## src/rtl/bcd_timer_display.sv

```systemverilog
// N-digit BCD up/down timer (pause, auto-reload, turbo tick) plus the per-pixel
// digit selector that feeds the digit bitmap renderer one clock behind the pixel counters.
module bcd_timer_display #(
    parameter int unsigned DIGITS        = 3,
    parameter int unsigned TICKS_PER_SEC = 50_000_000,
    parameter int unsigned TURBO_DIV     = 16,
    parameter int unsigned POS_X         = 0,
    parameter int unsigned POS_Y         = 0,
    parameter int unsigned DIGIT_W_LOG2  = 4,
    parameter int unsigned DIGIT_H       = 32,
    parameter int unsigned BLANK_LZ      = 1
) (
    input  logic                  clk,
    input  logic                  resetN,
    input  logic [10:0]           pixelX,
    input  logic [10:0]           pixelY,
    input  logic                  load,
    input  logic [4*DIGITS-1:0]   load_value,
    input  logic                  start,
    input  logic                  pause,
    input  logic                  up_mode,
    input  logic                  auto_reload,
    input  logic                  turbo,
    output logic [4*DIGITS-1:0]   count_bcd,
    output logic                  running,
    output logic                  finishCount,
    output logic [10:0]           offsetX,
    output logic [10:0]           offsetY,
    output logic                  InsideRectangle,
    output logic [3:0]            current_digit
);
    localparam int unsigned CW        = 4 * DIGITS;
    localparam int unsigned PS_W      = $clog2(TICKS_PER_SEC);
    localparam int unsigned CELL_W    = 2 ** DIGIT_W_LOG2;
    localparam logic [PS_W-1:0] LIM_NORM  = PS_W'(TICKS_PER_SEC - 1);
    localparam logic [PS_W-1:0] LIM_TURBO = PS_W'(TICKS_PER_SEC / TURBO_DIV - 1);
    localparam logic [11:0] X_LO     = 12'(POS_X);
    localparam logic [11:0] X_HI     = 12'(POS_X + DIGITS * CELL_W);
    localparam logic [11:0] Y_LO     = 12'(POS_Y);
    localparam logic [11:0] Y_HI     = 12'(POS_Y + DIGIT_H);
    localparam logic [10:0] OFS_MASK = 11'(CELL_W - 1);

    typedef enum logic [1:0] {S_IDLE, S_RUN, S_PAUSE, S_DONE} state_t;

    state_t          r_state, w_state_nx;
    logic [CW-1:0]   r_count, w_count_nx, r_reload, w_reload_nx;
    logic            r_up, w_up_nx;
    logic [PS_W-1:0] r_ps, w_ps_nx, w_limit;
    logic            r_finish, w_finish_nx, r_running, w_tick;
    logic [CW-1:0]   w_clamped, w_inc, w_dec;
    logic            w_zero, w_all9, w_borrow, w_carry;
    logic [3:0]      w_lnib, w_cnib;

    // Clamp of the load value and ripple BCD increment/decrement of the count
    always_comb begin
        w_clamped = '0;
        w_inc     = '0;
        w_dec     = '0;
        w_zero    = 1'b1;
        w_all9    = 1'b1;
        w_borrow  = 1'b1;
        w_carry   = 1'b1;
        w_lnib    = '0;
        w_cnib    = '0;
        for (int i = 0; i < int'(DIGITS); i++) begin
            w_lnib = load_value[4*i +: 4];
            w_clamped[4*i +: 4] = (w_lnib > 4'd9) ? 4'd9 : w_lnib;
            w_cnib = r_count[4*i +: 4];
            if (w_cnib != 4'd0) w_zero = 1'b0;
            if (w_cnib != 4'd9) w_all9 = 1'b0;
            if (w_borrow) begin
                w_dec[4*i +: 4] = (w_cnib == 4'd0) ? 4'd9 : w_cnib - 4'd1;
                w_borrow        = (w_cnib == 4'd0);
            end else begin
                w_dec[4*i +: 4] = w_cnib;
            end
            if (w_carry) begin
                w_inc[4*i +: 4] = (w_cnib == 4'd9) ? 4'd0 : w_cnib + 4'd1;
                w_carry         = (w_cnib == 4'd9);
            end else begin
                w_inc[4*i +: 4] = w_cnib;
            end
        end
    end

    // Next state: load beats pause beats start; a pause in RUN also holds the prescaler
    always_comb begin
        w_state_nx  = r_state;
        w_count_nx  = r_count;
        w_reload_nx = r_reload;
        w_up_nx     = r_up;
        w_ps_nx     = r_ps;
        w_finish_nx = 1'b0;
        w_tick      = 1'b0;
        w_limit     = turbo ? LIM_TURBO : LIM_NORM;
        if (load) begin
            w_count_nx  = w_clamped;
            w_reload_nx = w_clamped;
            w_up_nx     = up_mode;
            w_ps_nx     = '0;
            w_state_nx  = S_IDLE;
        end else begin
            case (r_state)
                S_RUN: begin
                    if (pause) begin
                        w_state_nx = S_PAUSE;
                    end else if (r_ps >= w_limit) begin
                        w_ps_nx = '0;
                        w_tick  = 1'b1;
                    end else begin
                        w_ps_nx = r_ps + PS_W'(1);
                    end
                end
                S_IDLE, S_PAUSE: if (!pause && start) w_state_nx = S_RUN;
                default: ;
            endcase
            if (w_tick) begin
                if (r_up ? w_all9 : w_zero) begin
                    w_finish_nx = 1'b1;
                    if (auto_reload) w_count_nx = r_reload;
                    else             w_state_nx = S_DONE;
                end else begin
                    w_count_nx = r_up ? w_inc : w_dec;
                end
            end
        end
    end

    always_ff @(posedge clk) begin
        if (resetN) begin
            r_state   <= S_IDLE;
            r_count   <= '0;
            r_reload  <= '0;
            r_up      <= 1'b0;
            r_ps      <= '0;
            r_finish  <= 1'b0;
            r_running <= 1'b0;
        end else begin
            r_state   <= w_state_nx;
            r_count   <= w_count_nx;
            r_reload  <= w_reload_nx;
            r_up      <= w_up_nx;
            r_ps      <= w_ps_nx;
            r_finish  <= w_finish_nx;
            r_running <= (w_state_nx == S_RUN);
        end
    end

    logic [11:0] w_px, w_py;
    logic [10:0] w_relx, w_rely;
    logic [2:0]  w_idx;
    logic [3:0]  w_digit;
    logic        w_inrect, w_lz, w_blank;
    logic [10:0] r_offx, r_offy;
    logic [3:0]  r_digit;
    logic        r_inside;

    // Digit cell under the pixel; w_lz stays high while every digit so far is zero
    always_comb begin
        w_px     = {1'b0, pixelX};
        w_py     = {1'b0, pixelY};
        w_inrect = (w_px >= X_LO) && (w_px < X_HI) && (w_py >= Y_LO) && (w_py < Y_HI);
        w_relx   = pixelX - 11'(POS_X);
        w_rely   = pixelY - 11'(POS_Y);
        w_idx    = 3'(w_relx >> DIGIT_W_LOG2);
        w_digit  = '0;
        w_blank  = 1'b0;
        w_lz     = (BLANK_LZ != 0);
        for (int i = 0; i < int'(DIGITS); i++) begin
            if (r_count[4*(int'(DIGITS)-1-i) +: 4] != 4'd0) w_lz = 1'b0;
            if (w_idx == 3'(i)) begin
                w_digit = r_count[4*(int'(DIGITS)-1-i) +: 4];
                w_blank = w_lz && (i != int'(DIGITS) - 1);
            end
        end
    end

    always_ff @(posedge clk) begin
        if (resetN || !w_inrect) begin
            r_offx   <= '0;
            r_offy   <= '0;
            r_digit  <= '0;
            r_inside <= 1'b0;
        end else begin
            r_offx   <= w_relx & OFS_MASK;
            r_offy   <= w_rely;
            r_digit  <= w_digit;
            r_inside <= !w_blank;
        end
    end

    assign count_bcd       = r_count;
    assign running         = r_running;
    assign finishCount     = r_finish;
    assign offsetX         = r_offx;
    assign offsetY         = r_offy;
    assign InsideRectangle = r_inside;
    assign current_digit   = r_digit;
endmodule

```

## config.mk

```make
export PLATFORM = sky130hd
export DESIGN_NAME = bcd_timer_display
export DESIGN_NICKNAME = d
export VERILOG_FILES = /design/src/rtl/bcd_timer_display.sv
export SDC_FILE = /design/constraint.sdc
export NUM_CORES = 1
export LEC_CHECK = 0
export BUFFER_PORTS_ARGS = -buffer_cell sky130_fd_sc_hd__buf_4
export CAP_MARGIN = 20
export CORE_ASPECT_RATIO = 0.5
export CORE_MARGIN = 4
export CORE_UTILIZATION = 50
export CTS_CLUSTER_SIZE = 20
export DETAILED_ROUTE_END_ITERATION = 7
export MAX_ROUTING_LAYER = met4
export PLACE_DENSITY_LB_ADDON = 0.05
export RECOVER_POWER = 50
export SLEW_MARGIN = 20
export SYNTH_ARGS = -nofsm -noshare
export SYNTH_HDL_FRONTEND = slang
export SYNTH_SLANG_ARGS = --single-unit
```

## constraint.sdc

```tcl
create_clock -name clk -period 8.2 [get_ports clk]
set_clock_uncertainty 0.05 [all_clocks]
set_input_delay 1.23 -clock clk [delete_from_list [all_inputs] [get_ports clk]]
set_output_delay 1.23 -clock clk [all_outputs]
set_load 0.02 [all_outputs]
```

==> results.cfg <==
[run_status]
status = finished with violations
violations = capacitance limit, slew limit

[hold_path]
holdCritPathClass = reg2reg

[logic_synthesis]
synthFlopType = dfxtp_1
yosysSeqAreaShare_pct = 37.15
synth_edf_count = 0
ys_types = 64
mappedNetlistArea_mm2 = 0.004041
yosysWarnings = 0
ys_ff_latch = 75
syn_inst = 495
async_flop_share_pct = 0
synth_area_per_cell_um2 = 8.164

[clock_network]
cts-buffers-inserted = 9
post_cts_buffers = 0
cts_hold_buffers = 0
htreeDepth = 3
insertion_delay_ns = 0.34
cts_sinks = 75
ctsResizeCount = 0
clk_pin_slew_ns = 0.06
root_buffer = clkbuf_16
cts_tree = yes
clockBufferDepth = 2

[setup_path]
reg2reg_slack_ns = 4.93
end_kind = flip-flop
path_max_fanout = 11
critPathKind = in2reg
cp-start-kind = input port
crit_path_top_delay_cell = or4_1
critPathMaxStageDelay_ns = 0.53
critical_path_arrival_ns = 4.13
path_cells = buf_4, inv_1, ha_1, nand4b_4, or4_1, a31o_1, a311o_1, a221oi_2, or2_1, mux2_4
worstPathRequired_ns = 8.37

[die]
initial_core_util_pct = 53.19
rows = 22
ios = 83
die_h_um = 71.57
die_w_um = 135.1
dieArea_mm2 = 0.009672
core_mm2 = 0.007597

[cells_and_area]
synthToLayoutAreaGrowth_pct = 21.11
fin_util_pct = 64.43
final_layout_size_suffix_gt1_share_pct = 14.06
design_area_mm2 = 0.004895
antennaDiodeCount = 0
fin_nets = 617
filler_cell_count = 714
layoutNonFillerInstCount = 670

[timing]
fmax_ghz = 0.2528
fin_setup_tns_ns = 0
drv_slew = 52
period_minus_slack_ns = 3.955
slew_headroom_pct = -29.54
period_share_pct = 48.23
tightestPinTransition_ns = 1.943
finalSetupViolCount = 0
hold_viol = 0
rsz0062_at_grt = no

[power_and_ir_drop]
peakVddDrop_mv = 0.1143
power_density_mw_per_mm2 = 200.4
p_leak_nw = 1.955

[drt]
via_per_inst = 5.288
remaining_drc_errors = 0
drt-initial-drc-count = 214
wl_mm = 9.079
wl_per_cell_um = 13.55
num_vias = 3543
ant_nets = 0
firstDrtPassIters = 4

[global_route]
grt_pass1_vias = 3192
use_met3_pct = 5.189
grt_max_degree = 52
grt_overflow_total = 0
met1_usage_pct = 24.01
antenna_found_initial = 0
grt_pass1_wl_mm = 15.12
grtUsageMet2_pct = 32.43
busiest_layer = met2
track_usage_pct = 19.74

[placement]
dpl.cell_count = 655
place.port_buffers = 75
gp_congestion = 0.8263
detailed_place_hpwl_mm = 6.399
detailed_place.area_mm2 = 0.004618

[run]
max_cap_viol_count = 1
## flip-flops by register name, indices dropped and copies added (netlist names)
signal / flops
InsideRectangle: 1
current_digit: 4
count_bcd: 12
r_ps: 26
offsetY: 11
running: 1
r_reload: 12
finishCount: 1
r_up: 1
offsetX: 4
r_state: 2
## worst paths after layout
kind / depth (start not counted) / startpoint / endpoint
setup reg to reg: 7 / r_up / count_bcd[11]
hold / removal: 2 / r_reload[0] / r_reload[0]
hold reg to reg: 2 / r_reload[0] / r_reload[0]
setup / recovery: 10 / turbo / count_bcd[7]
## cell type report
cell class / count / area, um2 / share of cell area (%)
multi-input cells: 385 / 2381 / 48.65
repair buffers: 75 / 469.2 / 9.586
flip-flops and latches: 75 / 1501 / 30.67
clock buffers: 9 / 225.2 / 4.601
clock inverters: 6 / 137.6 / 2.812
well taps: 108 / 135.1 / 2.761
inverters: 12 / 45.04 / 0.9202
## kinds of logic (layout without fill, tap and decap cells)
logic type | after synthesis | count (layout) | share of synthesized area (%)
multiplexers | 11 | 11 | 2.848
AO/OA/AOI/OAI | 102 | 102 | 16.35
flip-flops | 75 | 75 | 37.15
XOR/XNOR | 28 | 28 | 6.068
adder cells (fa/ha/maj) | 17 | 17 | 5.263
buffers and inverters | 47 | 102 | 5.232
AND/OR/NAND/NOR | 214 | 214 | 27.00
other | 1 | 13 | 0.09279
## placed cells by master, fill, tap and decap left out, types with 5 or more instances in the layout
master,count
conb_1,13
a211o_1,5
xnor2_1,11
nor2_1,61
and2_1,6
nand2b_1,15
nand3_1,25
dfxtp_1,75
nand3b_1,5
nor4_1,6
and3_1,9
buf_4,50
nor3_1,9
ha_1,17
a31oi_1,6
and2_0,6
a21oi_1,31
nor2b_1,6
nand4_1,10
inv_1,12
o21ai_0,25
clkbuf_16,9
nand2_1,40
clkbuf_1,25
xor2_1,17
mux2i_1,10
## worst max-delay path, delay by kind of cell
| kind | cells | cell delay, ns |
|---|---|---|
| adder cells (fa/ha/maj) | 1 | 0.39 |
| buffers and inverters | 2 | 0.31 |
| AND/OR/NAND/NOR | 3 | 0.89 |
| AO/OA/AOI/OAI | 3 | 0.99 |
| multiplexers | 1 | 0.31 |
## Yosys cell counts, types with 3 or more instances
cell	n	area share, %
dfxtp_1	75	37
nor2_1	61	5.7
nand2_1	40	3.7
a21oi_1	31	3.8
nand3_1	25	3.1
o21ai_0	25	3.1
clkbuf_1	22	2.0
ha_1	17	5.3
xor2_1	17	3.7
nand2b_1	15	2.3
and2_1	12	1.9
inv_1	12	1.1
xnor2_1	11	2.4
mux2i_1	10	2.5
nand4_1	10	1.5
and3_1	9	1.4
nor3_1	9	1.1
buf_4	7	1.3
a31oi_1	6	0.93
nor2b_1	6	0.93
nor4_1	6	0.93
a211o_1	5	1.1
nand3b_1	5	0.93
a311o_1	4	0.99
buf_1	4	0.37
or2_2	4	0.62
o21a_1	3	0.56
## power breakdown
group	switching, W	total [W]	internal [W]
clock	0.000150	0.000477	0.000328
sequential	0.0000184	0.000393	0.000374
combinational	0.0000613	0.000111	0.0000495
total	0.000230	0.000981	0.000751
## metrics by stage
step | power, W | worst slack [ns] | hold WS, ns
2_1_floorplan | 0.0004730 | 4.392 | 0.3729
3_3_place_gp | 0.0005108 | 4.030 | 0.3869
3_5_place_dp | 0.0005115 | 3.960 | 0.3906
4_1_cts | 0.0009936 | 4.274 | 0.3999
5_1_grt | 0.001026 | 4.048 | 0.4445
6_report | 0.0009810 | 4.245 | 0.4064
## per-layer routing
metal  vias to the layer above  wire length (um)
met1                      1638              4218
met4                         0                55
met3                         5               386
met2                        51              4420
met5                         -                 0
li1                       1849                 -
Note: power is estimated with default switching activity, not from simulation.
